===== config.mk =====
export PLATFORM = sky130hd
export DESIGN_NAME = vram_arbiter
export DESIGN_NICKNAME = d
export VERILOG_FILES = /design/src/rtl/vram_pkg.sv /design/src/rtl/vram_arb_watchdog.sv /design/src/rtl/vram_arbiter.sv
export SDC_FILE = /design/constraint.sdc
export NUM_CORES = 1
export LEC_CHECK = 0
export ABC_CLOCK_PERIOD_IN_PS = 2600
export CORE_AREA = 2 2 89 91
export CTS_CLUSTER_SIZE = 30
export DETAILED_ROUTE_END_ITERATION = 10
export DIE_AREA = 0 0 91 93
export PLACE_DENSITY_LB_ADDON = 0.05
export SYNTH_ARGS = -nofsm -noshare
export SYNTH_HDL_FRONTEND = slang
export SYNTH_SLANG_ARGS = --single-unit

===== constraint.sdc =====
create_clock -name clk -period 2.6 [get_ports clk]
set_clock_uncertainty 0.1 [all_clocks]
set_input_delay 0.39 -clock clk [delete_from_list [all_inputs] [get_ports clk]]
set_output_delay 0.39 -clock clk [all_outputs]
set_load 0.01 [all_outputs]

===== src/rtl/vram_pkg.sv =====
// Shared VRAM definitions: default bus widths, arbiter FSM states and streak helper.
package vram_pkg;

  localparam int VRAM_DATA_WIDTH    = 16;
  localparam int VRAM_ADDRESS_WIDTH = 16;
  localparam int STREAK_WIDTH       = 4;

  typedef enum logic [1:0] {
    IDLE  = 2'd0,
    READ  = 2'd1,
    WRITE = 2'd2
  } arb_state_t;

  // Saturating increment so the read streak can never wrap past the limit.
  function automatic logic [STREAK_WIDTH-1:0] streak_inc(
    input logic [STREAK_WIDTH-1:0] streak,
    input logic [STREAK_WIDTH-1:0] limit
  );
    return (streak >= limit) ? limit : streak + 1'b1;
  endfunction

endpackage


===== src/rtl/vram_arb_watchdog.sv =====
// Ack-wait counter: counts while enabled, flags expiry on the last allowed cycle.
module vram_arb_watchdog #(
  parameter int TIMEOUT_CYCLES = 64
) (
  input  logic clk,
  input  logic reset,
  input  logic i_clear,
  input  logic i_enable,
  output logic o_expired
);

  localparam int              CW      = $clog2(TIMEOUT_CYCLES + 1);
  localparam logic [CW-1:0]   LP_LAST = CW'(TIMEOUT_CYCLES - 1);

  logic [CW-1:0] r_count;

  assign o_expired = i_enable && (r_count == LP_LAST);

  always_ff @(posedge clk or negedge reset) begin
    if (!reset) begin
      r_count <= '0;
    end else if (i_clear) begin
      r_count <= '0;
    end else if (i_enable && !o_expired) begin
      r_count <= r_count + 1'b1;
    end
  end

endmodule


===== src/rtl/vram_arbiter.sv =====
// Single-port VRAM arbiter: display reads vs. write-FIFO drain with a read-streak limit.
// Optional ack watchdog and sticky error flag are enabled by VRAM_ARB_TIMEOUT_EN.
module vram_arbiter
  import vram_pkg::*;
#(
  parameter int DATA_WIDTH      = VRAM_DATA_WIDTH,
  parameter int ADDRESS_WIDTH   = VRAM_ADDRESS_WIDTH,
  parameter int MAX_READ_STREAK = 4,
  parameter int TIMEOUT_CYCLES  = 64
) (
  input  logic                     clk,
  input  logic                     reset,
  input  logic                     display_req,
  input  logic [ADDRESS_WIDTH-1:0] display_address,
  output logic                     display_ready,
  output logic [DATA_WIDTH-1:0]    display_data,
  input  logic                     fifo_empty,
  input  logic [ADDRESS_WIDTH-1:0] fifo_read_address,
  input  logic [DATA_WIDTH-1:0]    fifo_read_data,
  output logic                     fifo_read_request,
  output logic                     mem_req,
  output logic                     mem_we,
  output logic [ADDRESS_WIDTH-1:0] mem_address,
  output logic [DATA_WIDTH-1:0]    mem_wdata,
  input  logic                     mem_ack,
  input  logic [DATA_WIDTH-1:0]    mem_rdata,
  output logic                     busy,
  output logic                     error
);

  localparam logic [STREAK_WIDTH-1:0] LP_STREAK_MAX = STREAK_WIDTH'(MAX_READ_STREAK);

  arb_state_t                r_state;
  arb_state_t                w_state_next;
  logic [STREAK_WIDTH-1:0]   r_streak;
  logic                      r_mem_req;
  logic                      r_mem_we;
  logic [ADDRESS_WIDTH-1:0]  r_mem_address;
  logic [DATA_WIDTH-1:0]     r_mem_wdata;
  logic                      r_display_ready;
  logic [DATA_WIDTH-1:0]     r_display_data;
  logic                      w_read_win;
  logic                      w_read_done;
  logic                      w_fifo_pop;
  logic                      w_busy;
  logic                      w_timeout;
  logic                      w_grant;
  logic                      w_release;

  // Display wins unless writes are pending and the streak has hit its limit.
  assign w_read_win = display_req && (fifo_empty || (r_streak < LP_STREAK_MAX));

  always_ff @(posedge clk or negedge reset) begin
    if (!reset) begin
      r_state <= IDLE;
    end else begin
      r_state <= w_state_next;
    end
  end

  always_comb begin
    w_state_next = r_state;
    case (r_state)
      IDLE: begin
        if (w_read_win) begin
          w_state_next = READ;
        end else if (!fifo_empty) begin
          w_state_next = WRITE;
        end
      end
      READ, WRITE: begin
        if (mem_ack || w_timeout) begin
          w_state_next = IDLE;
        end
      end
      default: w_state_next = IDLE;
    endcase
  end

  always_comb begin
    w_busy      = (r_state != IDLE);
    w_read_done = (r_state == READ) && mem_ack;
    w_fifo_pop  = (r_state == WRITE) && mem_ack;
    w_grant     = (r_state == IDLE) && (w_state_next != IDLE);
    w_release   = (r_state != IDLE) && (w_state_next == IDLE);
  end

  always_ff @(posedge clk or negedge reset) begin
    if (!reset) begin
      r_mem_req       <= 1'b0;
      r_mem_we        <= 1'b0;
      r_mem_address   <= '0;
      r_mem_wdata     <= '0;
      r_display_ready <= 1'b0;
      r_display_data  <= '0;
      r_streak        <= '0;
    end else begin
      r_display_ready <= w_read_done;
      if (w_read_done) begin
        r_display_data <= mem_rdata;
      end
      if (w_grant) begin
        r_mem_req     <= 1'b1;
        r_mem_we      <= (w_state_next == WRITE);
        r_mem_address <= (w_state_next == WRITE) ? fifo_read_address : display_address;
        r_mem_wdata   <= (w_state_next == WRITE) ? fifo_read_data : '0;
      end else if (w_release) begin
        r_mem_req <= 1'b0;
      end
      if (w_read_done) begin
        r_streak <= fifo_empty ? '0 : streak_inc(r_streak, LP_STREAK_MAX);
      end else if (w_fifo_pop) begin
        r_streak <= '0;
      end
    end
  end

`ifdef VRAM_ARB_TIMEOUT_EN
  logic r_error;

  vram_arb_watchdog #(
    .TIMEOUT_CYCLES(TIMEOUT_CYCLES)
  ) u_watchdog (
    .clk      (clk),
    .reset    (reset),
    .i_clear  ((r_state == IDLE) || mem_ack),
    .i_enable (w_busy && !mem_ack),
    .o_expired(w_timeout)
  );

  always_ff @(posedge clk or negedge reset) begin
    if (!reset) begin
      r_error <= 1'b0;
    end else if (w_timeout) begin
      r_error <= 1'b1;
    end
  end

  assign error = r_error;
`else
  logic w_unused_timeout;

  assign w_unused_timeout = (TIMEOUT_CYCLES > 0);
  assign w_timeout        = 1'b0;
  assign error            = 1'b0;
`endif

  assign display_ready     = r_display_ready;
  assign display_data      = r_display_data;
  assign fifo_read_request = w_fifo_pop;
  assign mem_req           = r_mem_req;
  assign mem_we            = r_mem_we;
  assign mem_address       = r_mem_address;
  assign mem_wdata         = r_mem_wdata;
  assign busy              = w_busy;

endmodule

==> impl_results.md <==
* Cell type contributing the most total cell area after synthesis: sky130_fd_sc_hd__dfrtp_1
* Area fraction of the dominant cell type after synthesis at 51.84%
* Antenna violations before repair at 0
* H-tree depth at 3
* Register area at 1426 um^2
* Pwr Density at between 1000 and 1500 nW/um^2
* Type of the most critical hold path: reg2reg
* Placeable Area at 7527 um^2
* Cell depth of the worst min-delay path at 1
* CP most frequent cell: sky130_fd_sc_hd__ha_4
* Insertion delay of the later-clocked pin in the worst-skew pair at around 0.33 ns
* Number of top-level pins at about 120
* Setup repair after global routing missed its margin: false
* Number of nets in the synthesized netlist at 331
* Period minus WS final at 2.453 ns
* Clock net sink count at 57
* First-pass iteration count of the detailed router at 4
* Prevailing post-synth register cell: sky130_fd_sc_hd__dfrtp_1
* Remaining global-route overflow at 0
* Detail Route Antenna Nets at 0
* Die area at 8463 um^2
* Net count, final at ~460
* Final worst-path cycle share at 94.35%
* Share of layout cells above drive strength 1 at between 15 and 20%
* Final Instance Area at about 4400 um^2
* Total buffers and inverters traversed by the critical path at 1
* Type of element capturing the critical path: flop
* Cell variety after synth at 30
* Fraction of registers with async set/reset at 100.0%
* Setup WS pre-CTS at -0.2427 ns
* Startpoint type of the worst setup path: flop
* Overall track demand over capacity in global routing at 16.35%
* Num rows at 32
* Sequential share of the synthesized area at between 50% and 60%
* Number of remaining DRC errors at 0
* Ant. Diodes at 0
* Worst-path cell chain: inv_2 > ha_4 > nand2b_1 > a211oi_4 > or2_4 > or2_2 > ha_4 > and2_1 > o2111ai_1 > o211ai_1
* Maximum fanout count along the critical path at 35
* Most common cell in the netlist: sky130_fd_sc_hd__dfrtp_1
* Run status: complete, no violations
* Most common library cells after synthesis: sky130_fd_sc_hd__dfrtp_1 (57), sky130_fd_sc_hd__nand2_1 (35), sky130_fd_sc_hd__inv_1 (19)
* Leading cell types by total area after synthesis: sky130_fd_sc_hd__dfrtp_1 (52%), sky130_fd_sc_hd__mux2_2 (7.4%), sky130_fd_sc_hd__o2111ai_1 (5.1%), sky130_fd_sc_hd__nand2_1 (4.8%), sky130_fd_sc_hd__o211ai_1 (4.4%)
* Overall power of the completed layout at 5.308 mW
* Critical-path cell with the highest stage delay: sky130_fd_sc_hd__dfrtp_1
* Number of flops mapped to enable cells by yosys at 0
* Starting Density at 36.55%
* Placed Cells incl. Taps at 479
* Number of inserted filler cells in the final layout at approximately 660
* Post-Route WL at 6736 um
* Cell Area, Placed at around 4200 um^2
* Final number of setup-violating endpoints at 0
* Required time reported for the critical path endpoint at approximately 2.7 ns
* Post-DR vias/cell at 4.749
* Worst Hold Slack at approximately 0.4 ns
* Count of pins over their slew limit at 0
* Fin. Hold Viols at 0
* DR WL/cell at 13.61 um
* Horizontal die dimension at 91 um
* Static power due to leakage at 1.784 nW
* Clk slew on worst S/H paths at 0.07 ns
* CP max stage delay at 0.41 ns
* # port buffers at 121
* HPWL after detailed placement at 4796 um
* Cell Count, Final, Fillers Out at a little under 500
* Worst vdd rail ir drop at 0.5010 mV
* Post-synthesis register bit count at 57
* Global-route wire length before repair at 11110 um
* Setup TNS at 0 ns
* Top delay family on crit path: simple AND/OR/NAND/NOR gates
* Peak clock frequency supported by timing at 407.7 MHz
* Cell area after technology mapping at 2751 um^2
* Vias at 2351
* Clock tree from TritonCTS: done
* Worst rel slew slack at 61.82%
* Avg Inst Size Synth at approximately 11 um^2
* R2R cell count at 10
* Setup WS post-layout at 0.1470 ns
* P&R area growth vs syn at 60.62%
* Endpoint arrival time on the critical path at 2.54 ns
* CTS buffer count at 9
* Number of instances in the synthesized netlist at 256
* GPL Wtd Cong at between 0.7 and 0.8
* Max-capacitance violation count at 0
* Category of the critical setup timing path: reg2reg
* Maximum number of pins on one net before global-route repair at 37
* Number of cells on the critical path at 10
* Area of the multi-input gates at 1197 um^2
* Core occupancy in the finished layout at 58.71%
* Worst-case clock buffer depth at 2
* Clock tree root buffer cell: sky130_fd_sc_hd__clkbuf_8
* Transition time of the tightest slew-check pin at 0.5728 ns
* Number of DRC violations after detailed-routing iteration 0 at 43
* DIE HEIGHT at 93 um
* Buffer count from post-CTS setup fixing at 0
* Number of global-route vias before repair at 2291
* Yosys warns at 0
state kept, by name (all words and copies together) (netlist names):
signal / flops
r_state: 2
mem_wdata: 16
mem_req: 1
display_data: 16
r_streak: 4
mem_address: 16
display_ready: 1
mem_we: 1
cell usage in the layout, fill, tap and decap left out, types with 4 or more instances in the layout:
| cell type | instances |
|---|---|
| sky130_fd_sc_hd__mux2_2 | 18 |
| sky130_fd_sc_hd__nand2_1 | 35 |
| sky130_fd_sc_hd__buf_4 | 17 |
| sky130_fd_sc_hd__o2111ai_1 | 16 |
| sky130_fd_sc_hd__ha_1 | 4 |
| sky130_fd_sc_hd__clkdlybuf4s50_1 | 120 |
| sky130_fd_sc_hd__inv_1 | 17 |
| sky130_fd_sc_hd__nand2b_1 | 18 |
| sky130_fd_sc_hd__o22ai_1 | 16 |
| sky130_fd_sc_hd__clkbuf_8 | 12 |
| sky130_fd_sc_hd__o211ai_1 | 16 |
| sky130_fd_sc_hd__and2_1 | 18 |
| sky130_fd_sc_hd__dfrtp_1 | 57 |
per-layer routing:
layer / part of all wire [%] / up-vias / global-route usage, %
met5: 0 / - / 0
met4: 0.85 / 0 / 5.682
met3: 7.4 / 4 / 5.560
met2: 43 / 83 / 23.64
met1: 48 / 1103 / 22.88
li1: - / 1161 / -
path summary, 6_finish.rpt:
| path | to | start | slack (ns) |
|---|---|---|---|
| worst min-delay path | r_streak[1] | r_streak[1] | 0.40 |
| worst min register to register | r_streak[1] | r_streak[1] | 0.40 |
| worst max register to register | mem_address[9] | r_state[1] | 0.15 |
| worst max-delay path | mem_address[9] | r_state[1] | 0.15 |
| min in group asynchronous | display_data[3] | reset | 0.49 |
| max in group asynchronous | mem_wdata[7] | reset | 1.31 |
final cells by class:
class | instances | share of cell area (%)
Clock inverter | 2 | 1.359
Timing Repair Buffer | 140 | 30.86
Clock buffer | 13 | 3.822
Inverter | 20 | 1.699
Sequential cell | 57 | 32.28
Multi-Input combinational cell | 161 | 27.10
Tap cell | 102 | 2.888
cells by family (layout without fill, tap and decap cells):
group	after synthesis	after routing	synth area share, %
compound gates	58	58	17.83
fa+ha+maj	6	6	2.728
buf+inv	38	175	5.911
flops	57	57	51.84
mux	18	18	7.367
other cells	1	1	0.1363
simple gates	78	78	14.19
where the power goes:
part | internal [mW] | total, mW | switching [mW]
registers | 1.29 | 1.50 | 0.203
clock network | 0.614 | 0.948 | 0.334
logic | 1.58 | 2.86 | 1.28
repair_timing:
item                                    4_1_cts  5_1_grt
hold buffers                                  1        0
hold endpoints to repair                     21        0
endpoints found under the setup margin        1        0
gates resized for setup                       1        0
No activity file was read; power rests on OpenSTA's default activity.
